[src/rtl/algo_sched_pkg.sv]
// Shared types, constants and helpers for the 2R2W port scheduler.
// Performance counters are enabled in the top with ALGO_SCHED_PERF_CNT_EN.
package algo_sched_pkg;
   localparam int TAG_IDX_W = 2;   // matches the scheduler's BITREQ
   localparam int CNT_W     = 16;

   typedef struct packed {
      logic                 vld;
      logic [TAG_IDX_W-1:0] idx;
   } tag_t;

   function automatic logic [CNT_W-1:0] sat_add(input logic [CNT_W-1:0] a,
                                                input logic [1:0]       inc);
      logic [CNT_W:0] s;
      s = {1'b0, a} + {{(CNT_W-1){1'b0}}, inc};
      return s[CNT_W] ? {CNT_W{1'b1}} : s[CNT_W-1:0];
   endfunction
endpackage

[src/rtl/algo_rr_pick2.sv]
// Round-robin picker: up to two grants from a request vector starting at a
// pointer; the second pick is further qualified by mask2_i.
module algo_rr_pick2
   import algo_sched_pkg::*;
#(
   parameter int N  = 4,
   parameter int BW = 2
) (
   input  logic [N-1:0]  req_i,
   input  logic [BW-1:0] ptr_i,
   input  logic [N-1:0]  mask2_i,
   output logic          vld0_o,
   output logic [BW-1:0] idx0_o,
   output logic          vld1_o,
   output logic [BW-1:0] idx1_o,
   output logic [BW-1:0] ptr_nxt_o
);
   function automatic logic [BW-1:0] wrap_add(input logic [BW-1:0] b, input int k);
      return BW'((int'(b) + k) % N);
   endfunction

   // First pick: descending scan so the candidate nearest the pointer wins.
   always_comb begin
      vld0_o = 1'b0;
      idx0_o = '0;
      for (int k = N-1; k >= 0; k--) begin
         vld0_o = vld0_o | req_i[wrap_add(ptr_i, k)];
         idx0_o = req_i[wrap_add(ptr_i, k)] ? wrap_add(ptr_i, k) : idx0_o;
      end
   end

   // Second pick: continue the scan after the first grant, honouring the mask.
   always_comb begin
      vld1_o = 1'b0;
      idx1_o = '0;
      for (int k = N-1; k >= 1; k--) begin
         vld1_o = vld1_o | (vld0_o & req_i[wrap_add(idx0_o, k)] & mask2_i[wrap_add(idx0_o, k)]);
         idx1_o = (vld0_o & req_i[wrap_add(idx0_o, k)] & mask2_i[wrap_add(idx0_o, k)])
                  ? wrap_add(idx0_o, k) : idx1_o;
      end
   end

   assign ptr_nxt_o = vld0_o ? wrap_add(vld1_o ? idx1_o : idx0_o, 1) : ptr_i;
endmodule

[src/rtl/algo_2r2w_port_sched.sv]
// Schedules NUMREQ requesters onto a 2-read/2-write memory and routes read data
// back by tag. Define ALGO_SCHED_PERF_CNT_EN to add the grant/stall counters.
module algo_2r2w_port_sched
   import algo_sched_pkg::*;
#(
   parameter int NUMREQ   = 4,
   parameter int BITREQ   = 2,
   parameter int WIDTH    = 15,
   parameter int BITADDR  = 8,
   parameter int RD_DELAY = 1
) (
   input  logic                      clk,
   input  logic                      rst,
   input  logic [NUMREQ-1:0]         req_vld,
   input  logic [NUMREQ-1:0]         req_wr,
   input  logic [NUMREQ*BITADDR-1:0] req_adr,
   input  logic [NUMREQ*WIDTH-1:0]   req_din,
   input  logic [NUMREQ*WIDTH-1:0]   req_bw,
   output logic [NUMREQ-1:0]         req_rdy,
   output logic [1:0]                read,
   output logic [2*BITADDR-1:0]      rd_adr,
   input  logic [2*WIDTH-1:0]        rd_dout,
   input  logic [1:0]                rd_vld,
   output logic [1:0]                write,
   output logic [2*BITADDR-1:0]      wr_adr,
   output logic [2*WIDTH-1:0]        din,
   output logic [2*WIDTH-1:0]        bw,
   output logic [NUMREQ-1:0]         rsp_vld,
   output logic [NUMREQ*WIDTH-1:0]   rsp_data,
   output logic                      err
`ifdef ALGO_SCHED_PERF_CNT_EN
   ,output logic [CNT_W-1:0]         rd_gnt_cnt
   ,output logic [CNT_W-1:0]         wr_gnt_cnt
   ,output logic [CNT_W-1:0]         stall_cnt
`endif
);
   logic [BITREQ-1:0]         rd_ptr_q, rd_ptr_d, wr_ptr_q, wr_ptr_d;
   logic                      rd_g0_s, rd_g1_s, wr_g0_s, wr_g1_s;
   logic [BITREQ-1:0]         rd_i0_s, rd_i1_s, wr_i0_s, wr_i1_s;
   logic [1:0][BITREQ-1:0]    rd_idx_s, wr_idx_s;
   logic [1:0]                rd_en_s, wr_en_s;
   logic [NUMREQ-1:0]         wr_mask_s;
   logic [NUMREQ-1:0]         rsp_vld_q, rsp_vld_d;
   logic [NUMREQ*WIDTH-1:0]   rsp_data_q, rsp_data_d;
   logic                      err_q, err_d;
   tag_t                      tag_q [2][RD_DELAY];
   tag_t                      tag_in_s [2];
   tag_t                      head_s [2];

   algo_rr_pick2 #(.N(NUMREQ), .BW(BITREQ)) u_rd_pick (
      .req_i(req_vld & ~req_wr), .ptr_i(rd_ptr_q), .mask2_i({NUMREQ{1'b1}}),
      .vld0_o(rd_g0_s), .idx0_o(rd_i0_s), .vld1_o(rd_g1_s), .idx1_o(rd_i1_s),
      .ptr_nxt_o(rd_ptr_d)
   );

   algo_rr_pick2 #(.N(NUMREQ), .BW(BITREQ)) u_wr_pick (
      .req_i(req_vld & req_wr), .ptr_i(wr_ptr_q), .mask2_i(wr_mask_s),
      .vld0_o(wr_g0_s), .idx0_o(wr_i0_s), .vld1_o(wr_g1_s), .idx1_o(wr_i1_s),
      .ptr_nxt_o(wr_ptr_d)
   );

   // A second write may not target the first granted write's address.
   always_comb begin
      wr_mask_s = '0;
      for (int i = 0; i < NUMREQ; i++) begin
         wr_mask_s[i] = req_adr[i*BITADDR +: BITADDR] != req_adr[int'(wr_i0_s)*BITADDR +: BITADDR];
      end
   end

   assign rd_en_s  = {rd_g1_s, rd_g0_s} & {2{rst}};
   assign wr_en_s  = {wr_g1_s, wr_g0_s} & {2{rst}};
   assign rd_idx_s = {rd_i1_s, rd_i0_s};
   assign wr_idx_s = {wr_i1_s, wr_i0_s};
   assign read     = rd_en_s;
   assign write    = wr_en_s;

   // Memory port muxing and per-requester ready.
   always_comb begin
      rd_adr  = '0;
      wr_adr  = '0;
      din     = '0;
      bw      = '0;
      req_rdy = '0;
      for (int p = 0; p < 2; p++) begin
         rd_adr[p*BITADDR +: BITADDR] = rd_en_s[p] ? req_adr[int'(rd_idx_s[p])*BITADDR +: BITADDR] : '0;
         wr_adr[p*BITADDR +: BITADDR] = wr_en_s[p] ? req_adr[int'(wr_idx_s[p])*BITADDR +: BITADDR] : '0;
         din[p*WIDTH +: WIDTH]        = wr_en_s[p] ? req_din[int'(wr_idx_s[p])*WIDTH +: WIDTH] : '0;
         bw[p*WIDTH +: WIDTH]         = wr_en_s[p] ? req_bw[int'(wr_idx_s[p])*WIDTH +: WIDTH] : '0;
         for (int i = 0; i < NUMREQ; i++) begin
            req_rdy[i] = req_rdy[i] | (rd_en_s[p] & (rd_idx_s[p] == BITREQ'(i)))
                                    | (wr_en_s[p] & (wr_idx_s[p] == BITREQ'(i)));
         end
      end
   end

   // Tag entering each port's pipeline and the tag due back this cycle.
   always_comb begin
      for (int p = 0; p < 2; p++) begin
         tag_in_s[p].vld = rd_en_s[p];
         tag_in_s[p].idx = TAG_IDX_W'(rd_idx_s[p]);
         head_s[p]       = tag_q[p][RD_DELAY-1];
      end
   end

   // Response steering; a slot whose rd_vld disagrees with its tag is dropped.
   always_comb begin
      rsp_vld_d  = '0;
      rsp_data_d = rsp_data_q;
      err_d      = err_q;
      for (int p = 0; p < 2; p++) begin
         err_d = err_d | (rd_vld[p] ^ head_s[p].vld);
         for (int i = 0; i < NUMREQ; i++) begin
            rsp_vld_d[i] = rsp_vld_d[i] | (rd_vld[p] & head_s[p].vld & (head_s[p].idx == TAG_IDX_W'(i)));
            rsp_data_d[i*WIDTH +: WIDTH] = (rd_vld[p] & head_s[p].vld & (head_s[p].idx == TAG_IDX_W'(i)))
                                           ? rd_dout[p*WIDTH +: WIDTH] : rsp_data_d[i*WIDTH +: WIDTH];
         end
      end
   end

   // Tag shift registers, one per read port.
   always_ff @(posedge clk or negedge rst) begin
      if (!rst) begin
         for (int p = 0; p < 2; p++) begin
            for (int s = 0; s < RD_DELAY; s++) begin
               tag_q[p][s] <= '0;
            end
         end
      end else begin
         for (int p = 0; p < 2; p++) begin
            tag_q[p][0] <= tag_in_s[p];
            for (int s = 1; s < RD_DELAY; s++) begin
               tag_q[p][s] <= tag_q[p][s-1];
            end
         end
      end
   end

   // Pointers, responses and sticky error.
   always_ff @(posedge clk or negedge rst) begin
      if (!rst) begin
         rd_ptr_q   <= '0;
         wr_ptr_q   <= '0;
         rsp_vld_q  <= '0;
         rsp_data_q <= '0;
         err_q      <= 1'b0;
      end else begin
         rd_ptr_q   <= rd_ptr_d;
         wr_ptr_q   <= wr_ptr_d;
         rsp_vld_q  <= rsp_vld_d;
         rsp_data_q <= rsp_data_d;
         err_q      <= err_d;
      end
   end

   assign rsp_vld  = rsp_vld_q;
   assign rsp_data = rsp_data_q;
   assign err      = err_q;

`ifdef ALGO_SCHED_PERF_CNT_EN
   logic [CNT_W-1:0] rd_cnt_q, wr_cnt_q, stall_q;

   // Saturating grant and stall counters.
   always_ff @(posedge clk or negedge rst) begin
      if (!rst) begin
         rd_cnt_q <= '0;
         wr_cnt_q <= '0;
         stall_q  <= '0;
      end else begin
         rd_cnt_q <= sat_add(rd_cnt_q, {1'b0, rd_en_s[0]} + {1'b0, rd_en_s[1]});
         wr_cnt_q <= sat_add(wr_cnt_q, {1'b0, wr_en_s[0]} + {1'b0, wr_en_s[1]});
         stall_q  <= sat_add(stall_q, {1'b0, |(req_vld & ~req_rdy)});
      end
   end

   assign rd_gnt_cnt = rd_cnt_q;
   assign wr_gnt_cnt = wr_cnt_q;
   assign stall_cnt  = stall_q;
`endif
endmodule

[config.mk]
export PLATFORM = sky130hd
export DESIGN_NAME = algo_2r2w_port_sched
export DESIGN_NICKNAME = d
export VERILOG_FILES = /design/src/rtl/algo_sched_pkg.sv /design/src/rtl/algo_rr_pick2.sv /design/src/rtl/algo_2r2w_port_sched.sv
export SDC_FILE = /design/constraint.sdc
export NUM_CORES = 1
export LEC_CHECK = 0
export ABC_AREA = 1
export CELL_PAD_IN_SITES_DETAIL_PLACEMENT = 1
export CELL_PAD_IN_SITES_GLOBAL_PLACEMENT = 2
export CORE_UTILIZATION = 19
export CTS_CLUSTER_SIZE = 40
export DETAILED_ROUTE_END_ITERATION = 6
export GPL_TIMING_DRIVEN = 0
export PLACE_DENSITY_LB_ADDON = 0.1
export RECOVER_POWER = 100
export SYNTH_ARGS = -nofsm -noshare
export SYNTH_HDL_FRONTEND = slang
export SYNTH_HIERARCHICAL = 1
export SYNTH_SLANG_ARGS = --single-unit
[constraint.sdc]
create_clock -name clk -period 8.6 [get_ports clk]
set_clock_uncertainty 0.05 [all_clocks]
set_input_delay 2.58 -clock clk [delete_from_list [all_inputs] [get_ports clk]]
set_output_delay 2.58 -clock clk [all_outputs]
set_load 0.01 [all_outputs]
==> results of run 1 <==
-- logic make-up (layout without fill, tap and decap cells) --
kind of cell	count (synthesis)	in the layout	synth area share [%]
simple gates	543	543	33.2
fa+ha+maj	2	2	0.315
other cells	1	5	0.0472
buf+inv	204	669	11.8
compound gates	384	384	30.9
flops	75	75	23.6
-- sequential cells by signal, summed over array words and instances (netlist names) --
register / cells
err: 1
head_s: 6
rd_ptr_q: 2
rsp_data: 60
rsp_vld: 4
wr_ptr_q: 2
-- synth_stat cells, drive strengths merged, types with 6 or more instances --
cell type / count / area [µm²]
nor2: 45 / 184
inv: 137 / 529
dfrtp: 75 / 1880
clkbuf: 25 / 95.1
buf: 38 / 299
o21ai: 85 / 448
a21oi: 106 / 531
o221ai: 8 / 70.1
nand2: 407 / 1910
a22oi: 168 / 1260
nand3: 74 / 415
nand4: 8 / 50.1
o211ai: 6 / 65.1
-- metal layers --
layer  vias up  track usage (%)
li1       5079                -
met1      5168             24.4
met2       279             38.3
met3        45             4.21
met4         0             5.80
met5         -                0
-- layout make-up --
| class | instances | area, µm² | area share (%) |
|---|---|---|---|
| Inverter | 141 | 587 | 4.17 |
| Tap cell | 532 | 666 | 4.73 |
| Clock buffer | 12 | 256 | 1.82 |
| Sequential cell | 75 | 1880 | 13.3 |
| Timing Repair Buffer | 451 | 4360 | 31.0 |
| Multi-Input combinational cell | 933 | 5720 | 40.6 |
| Buffer | 61 | 564 | 4.01 |
| Antenna cell | 1 | 2.50 | 0.0178 |
| Clock inverter | 4 | 48.8 | 0.347 |
-- final timing paths --
kind / from / endpoint / slack, ns / cells past startpoint
hold / removal: err / err / 0.42 / 1
setup / recovery: req_wr[3] / bw[29] / -0.37 / 38
hold reg to reg: err / err / 0.42 / 1
setup reg to reg: wr_ptr_q[1] / wr_ptr_q[1] / 1.75 / 63
max in group asynchronous: rst / rsp_data[20] / 5.64 / 2
min in group asynchronous: rst / rsp_data[46] / 2.23 / 1
-- stage by stage --
step                area, µm²  cells  setup WS, ns
finish                  14100   2210        -0.365
global route            14100   2209        -0.631
CTS                     13700   2198        -0.411
detailed placement      12200   2103         -2.22
global placement        12200   2102         -3.11
floorplan                7960   1212        0.0917
-- cells in the final DEF (no fill, tap or decap), drive strengths merged, types with 40 or more instances in the layout --
| cell type | instances |
|---|---|
| clkdlybuf4s50 | 239 |
| o21ai | 85 |
| nand2 | 407 |
| clkbuf | 40 |
| dlygate4sd3 | 67 |
| buf | 177 |
| a21oi | 106 |
| dfrtp | 75 |
| nand3 | 74 |
| inv | 135 |
| a22oi | 168 |
| nor2 | 45 |
-- timing repair --
action / in CTS / in global routing
endpoints found under the setup margin: 69 / 52
gates resized for setup: 404 / 99
pin swaps: 81 / 59
gates cloned: 5 / 1
setup buffers: 76 / 15
hold endpoints to repair: 0 / 0
-- critical path: cells and delay by family --
family	cells	cell delay (ns)
and+or+nand+nor	21	1.78
buffers and inverters	14	1.44
AOI/OAI and AO/OA	3	0.52
==> results.sh, run 1 <==
export IMPL_synth_cell_types=41
export IMPL_crit_top_cell="nand2_2"
export IMPL_area_growth_pct=77.3
export IMPL_min_period_ns=8.97
export IMPL_relSlewSlack_pct=26.7
export IMPL_yosysSeqAreaShare_pct=23.6
export IMPL_worstMarginPinSlew_ns=1.10
export IMPL_start_kind="input pin"
export IMPL_place_congestion=0.823
export IMPL_fin_tns_setup_ns=-14.18
export IMPL_cts_root_buf="clkbuf_16"
export IMPL_syn_avg_cell_area_um2=6.57
export IMPL_timing_final_hold_violations=0
export IMPL_fmax_mhz=112
export IMPL_setup_ws_ns=-0.365
export IMPL_violations="design-rule violations, negative setup slack"
export IMPL_hp_class="reg -> reg"
export IMPL_end_kind="primary output"
export IMPL_drv_cap=0
export IMPL_async_reset_ff_share_pct=100
export IMPL_syn_area_um2=7940
export IMPL_initial_core_util_pct=19.4
export IMPL_ys_warnings_count=6
export IMPL_synthCells=1209
export IMPL_htree_levels=3
export IMPL_portBuffers=358
export IMPL_dieHeight_um=206
export IMPL_place_hpwl_mm=34.8
export IMPL_antenna_found_initial=0
export IMPL_grt_usage_pct=20.9
export IMPL_ant_nets=0
export IMPL_drt_wl_total_mm=45.8
export IMPL_clk_pin_slew_ns=0.06
export IMPL_period_share_pct=104
export IMPL_cts_hold_buf=0
export IMPL_ys_flop_type="dfrtp_1"
export IMPL_drt_iter0_drc=390
export IMPL_n_fill_cell=4971
export IMPL_cp_slowest_cell="a31oi_4"
export IMPL_row_count=74
export IMPL_met1_length_mm=18.7
export IMPL_synth_edf_count=0
export IMPL_dieArea_um2=42600
export IMPL_dr_wl_met3_mm=2.50
export IMPL_cts_tree="built"
export IMPL_cts_sinks=75
export IMPL_status="finished, violations left"
export IMPL_worstSetupPathType="in -> out"
export IMPL_arrival_ns=6.34
export IMPL_grt_setup_unrepaired="true"
export IMPL_top_layer="met4"
export IMPL_firstDrtPassIters=7
export IMPL_slew_viol_final=0
export IMPL_vias=10600
export IMPL_grt_pass1_vias=11300
export IMPL_route_met2_wl_mm=23.7
export IMPL_drc=32
export IMPL_cts_buffer_depth=2
export IMPL_crit_path_max_incr_delay_ns=0.33
export IMPL_numCtsBuffers=9
export IMPL_die_x_um=206
export IMPL_core_um2=41000
export IMPL_final_nets=1868
export IMPL_vias_per_cell=4.78
export IMPL_timing_hold_ws_ns=0.422
export IMPL_crit_required_ns=5.97
export IMPL_grt_start_max_net_pins=49
export IMPL_drive_above_1_share_pct=28.0
export IMPL_wl_per_cell_um=20.7
export IMPL_boundaryPins=359
export IMPL_setup_viol=50
export IMPL_grt_pass1_wl_mm=67.5
export IMPL_grt_overflow_total=0
export IMPL_worstPathMaxFanout=8
export IMPL_clk_insertion_delay_late_ns=0.34
export IMPL_ys_ff_latch=75
export IMPL_fin_util_pct=34.3
Power of run 1 is not shown: default switching activity piles up to over one toggle a cycle in this logic, so the estimate is an artifact.
==> run 2, diff against run 1 <==
--- a/config.mk
+++ b/config.mk
@@ -6,6 +6,7 @@
 export NUM_CORES = 1
 export LEC_CHECK = 0
 export ABC_AREA = 1
+export ABC_CLOCK_PERIOD_IN_PS = 8600
 export CELL_PAD_IN_SITES_DETAIL_PLACEMENT = 1
 export CELL_PAD_IN_SITES_GLOBAL_PLACEMENT = 2
 export CORE_UTILIZATION = 19
@@ -14,6 +15,7 @@
 export GPL_TIMING_DRIVEN = 0
 export PLACE_DENSITY_LB_ADDON = 0.1
 export RECOVER_POWER = 100
+export SETUP_SLACK_MARGIN = 0.3
 export SYNTH_ARGS = -nofsm -noshare
 export SYNTH_HDL_FRONTEND = slang
 export SYNTH_HIERARCHICAL = 1
==> run 2 against run 1 <==
The run still ends with design-rule violations, negative setup slack left; count of clock-buffer cells in the layout is 1 lower; sequential cell count stayed put; worst setup slack worse by 0.13 ns; via count is 0.51% higher; worst hold slack worse by 0.00088 ns; routed wire length is 4.3% higher; global-route usage is 0.95 points higher; die area stayed put.
==> results.sh, run 2 (synthesis results as in run 1) <==
export IMPL_largest_reg_flops=60
export IMPL_htree_levels=3
export IMPL_grt_usage_pct=21.9
export IMPL_period_share_pct=106
export IMPL_fmax_mhz=110
export IMPL_place_hpwl_mm=36.1
export IMPL_antenna_found_initial=3
export IMPL_boundaryPins=359
export IMPL_area_growth_pct=83.7
export IMPL_fin_util_pct=35.6
export IMPL_drv_cap=0
export IMPL_cts_root_buf="clkbuf_16"
export IMPL_final_nets=1859
export IMPL_violations="design-rule violations, negative setup slack"
export IMPL_cts_sinks=75
export IMPL_numCtsBuffers=9
export IMPL_drc=32
export IMPL_timing_final_hold_violations=0
export IMPL_cp_slowest_cell="a31oi_4"
export IMPL_worstMarginPinSlew_ns=0.818
export IMPL_end_kind="primary output"
export IMPL_core_um2=41000
export IMPL_n_fill_cell=4971
export IMPL_start_kind="input pin"
export IMPL_grt_pass1_wl_mm=70.1
export IMPL_dieHeight_um=206
export IMPL_clk_insertion_delay_late_ns=0.35
export IMPL_status="finished, violations left"
export IMPL_relSlewSlack_pct=45.5
export IMPL_grt_overflow_total=0
export IMPL_die_x_um=206
export IMPL_ant_nets=0
export IMPL_hp_class="reg -> reg"
export IMPL_drt_iter0_drc=465
export IMPL_wl_per_cell_um=21.7
export IMPL_slew_viol_final=0
export IMPL_crit_path_max_incr_delay_ns=0.29
export IMPL_cts_buffer_depth=2
export IMPL_cts_hold_buf=0
export IMPL_vias_per_cell=4.82
export IMPL_drive_above_1_share_pct=31.3
export IMPL_portBuffers=358
export IMPL_cts_tree="built"
export IMPL_placed_cell_area_um2=12600
export IMPL_setup_viol=50
export IMPL_vias=10600
export IMPL_row_count=74
export IMPL_min_period_ns=9.10
export IMPL_worstPathMaxFanout=7
export IMPL_arrival_ns=6.47
export IMPL_worstSetupPathType="in -> out"
export IMPL_grt_pass1_vias=11400
export IMPL_firstDrtPassIters=7
export IMPL_place_congestion=0.828
export IMPL_fin_tns_setup_ns=-20.29
export IMPL_regArea_um2=1880
export IMPL_initial_core_util_pct=19.4
export IMPL_layout_commonest_cell="nand2_1"
export IMPL_multi_input_area_um2=5960
export IMPL_layout_common_cells="271 x nand2_1, 237 x clkdlybuf4s50_1, 100 x a22oi_1"
export IMPL_stdcell_area_um2=14600
export IMPL_grt_setup_unrepaired="true"
export IMPL_grt_start_max_net_pins=53
export IMPL_crit_required_ns=5.97
export IMPL_clk_pin_slew_ns=0.06
export IMPL_setup_ws_ns=-0.500
export IMPL_drt_wl_total_mm=47.8
export IMPL_dieArea_um2=42600
[run 2: final timing paths]
check	startpoint	slack, ns	cells after the start	endpoint
worst max register to register	wr_ptr_q[1]	4.84	36	wr_ptr_q[1]
worst max-delay path	req_vld[3]	-0.50	41	wr_adr[14]
worst min-delay path	err	0.42	1	err
min in group asynchronous	rst	2.13	1	rsp_data[3]
worst min register to register	err	0.42	1	err
max in group asynchronous	rst	5.75	2	rsp_data[8]
[run 2: layer usage]
metal	GRT usage, %	share of wire, %
met3	2.44	4.1
met2	38.6	50
met5	0	0
met4	8.22	3.5
met1	27.0	42
[run 2: final cells by class]
type,count,area share (%)
multi-input combinational,933,40.8
timing repair buffer,440,30.6
clock inverter,4,0.669
tap,532,4.56
sequential,75,12.9
inverter,141,4.07
antenna,5,0.0858
buffer,63,4.59
clock buffer,11,1.73
[run 2: metrics by stage]
stage	cells	setup WS [ns]	hold slack (ns)
2_1_floorplan	1212	0.276	0.459
3_3_place_gp	2102	-2.94	0.409
3_5_place_dp	2103	-1.75	0.415
4_1_cts	2187	-0.471	0.430
5_1_grt	2202	-0.764	0.438
6_report	2204	-0.500	0.421
[run 2: timing repair]
item / 4_1_cts / 5_1_grt
pin swaps: 81 / 40
hold endpoints to repair: 0 / 0
endpoints found under the setup margin: 91 / 56
buffers inserted: 57 / 11
resized for setup: 424 / 59
cloned: 12 / 1
[run 2: critical path, delay by kind of cell]
family                 cells  cell delay (ns)
buffers and inverters     17             1.76
AND/OR/NAND/NOR           21             1.57
AO/OA/AOI/OAI              3             0.52
Power of run 2 is left out for the same reason.
==> run 3, diff against run 2 <==
--- a/config.mk
+++ b/config.mk
@@ -13,6 +13,7 @@
 export CTS_CLUSTER_SIZE = 40
 export DETAILED_ROUTE_END_ITERATION = 6
 export GPL_TIMING_DRIVEN = 0
+export HOLD_SLACK_MARGIN = 0.02
 export PLACE_DENSITY_LB_ADDON = 0.1
 export RECOVER_POWER = 100
 export SETUP_SLACK_MARGIN = 0.3
==> results of run 3 <==
No change in the layout: final DEF, timing and power equal those of run 2.
Power of run 3 is left out for the same reason.
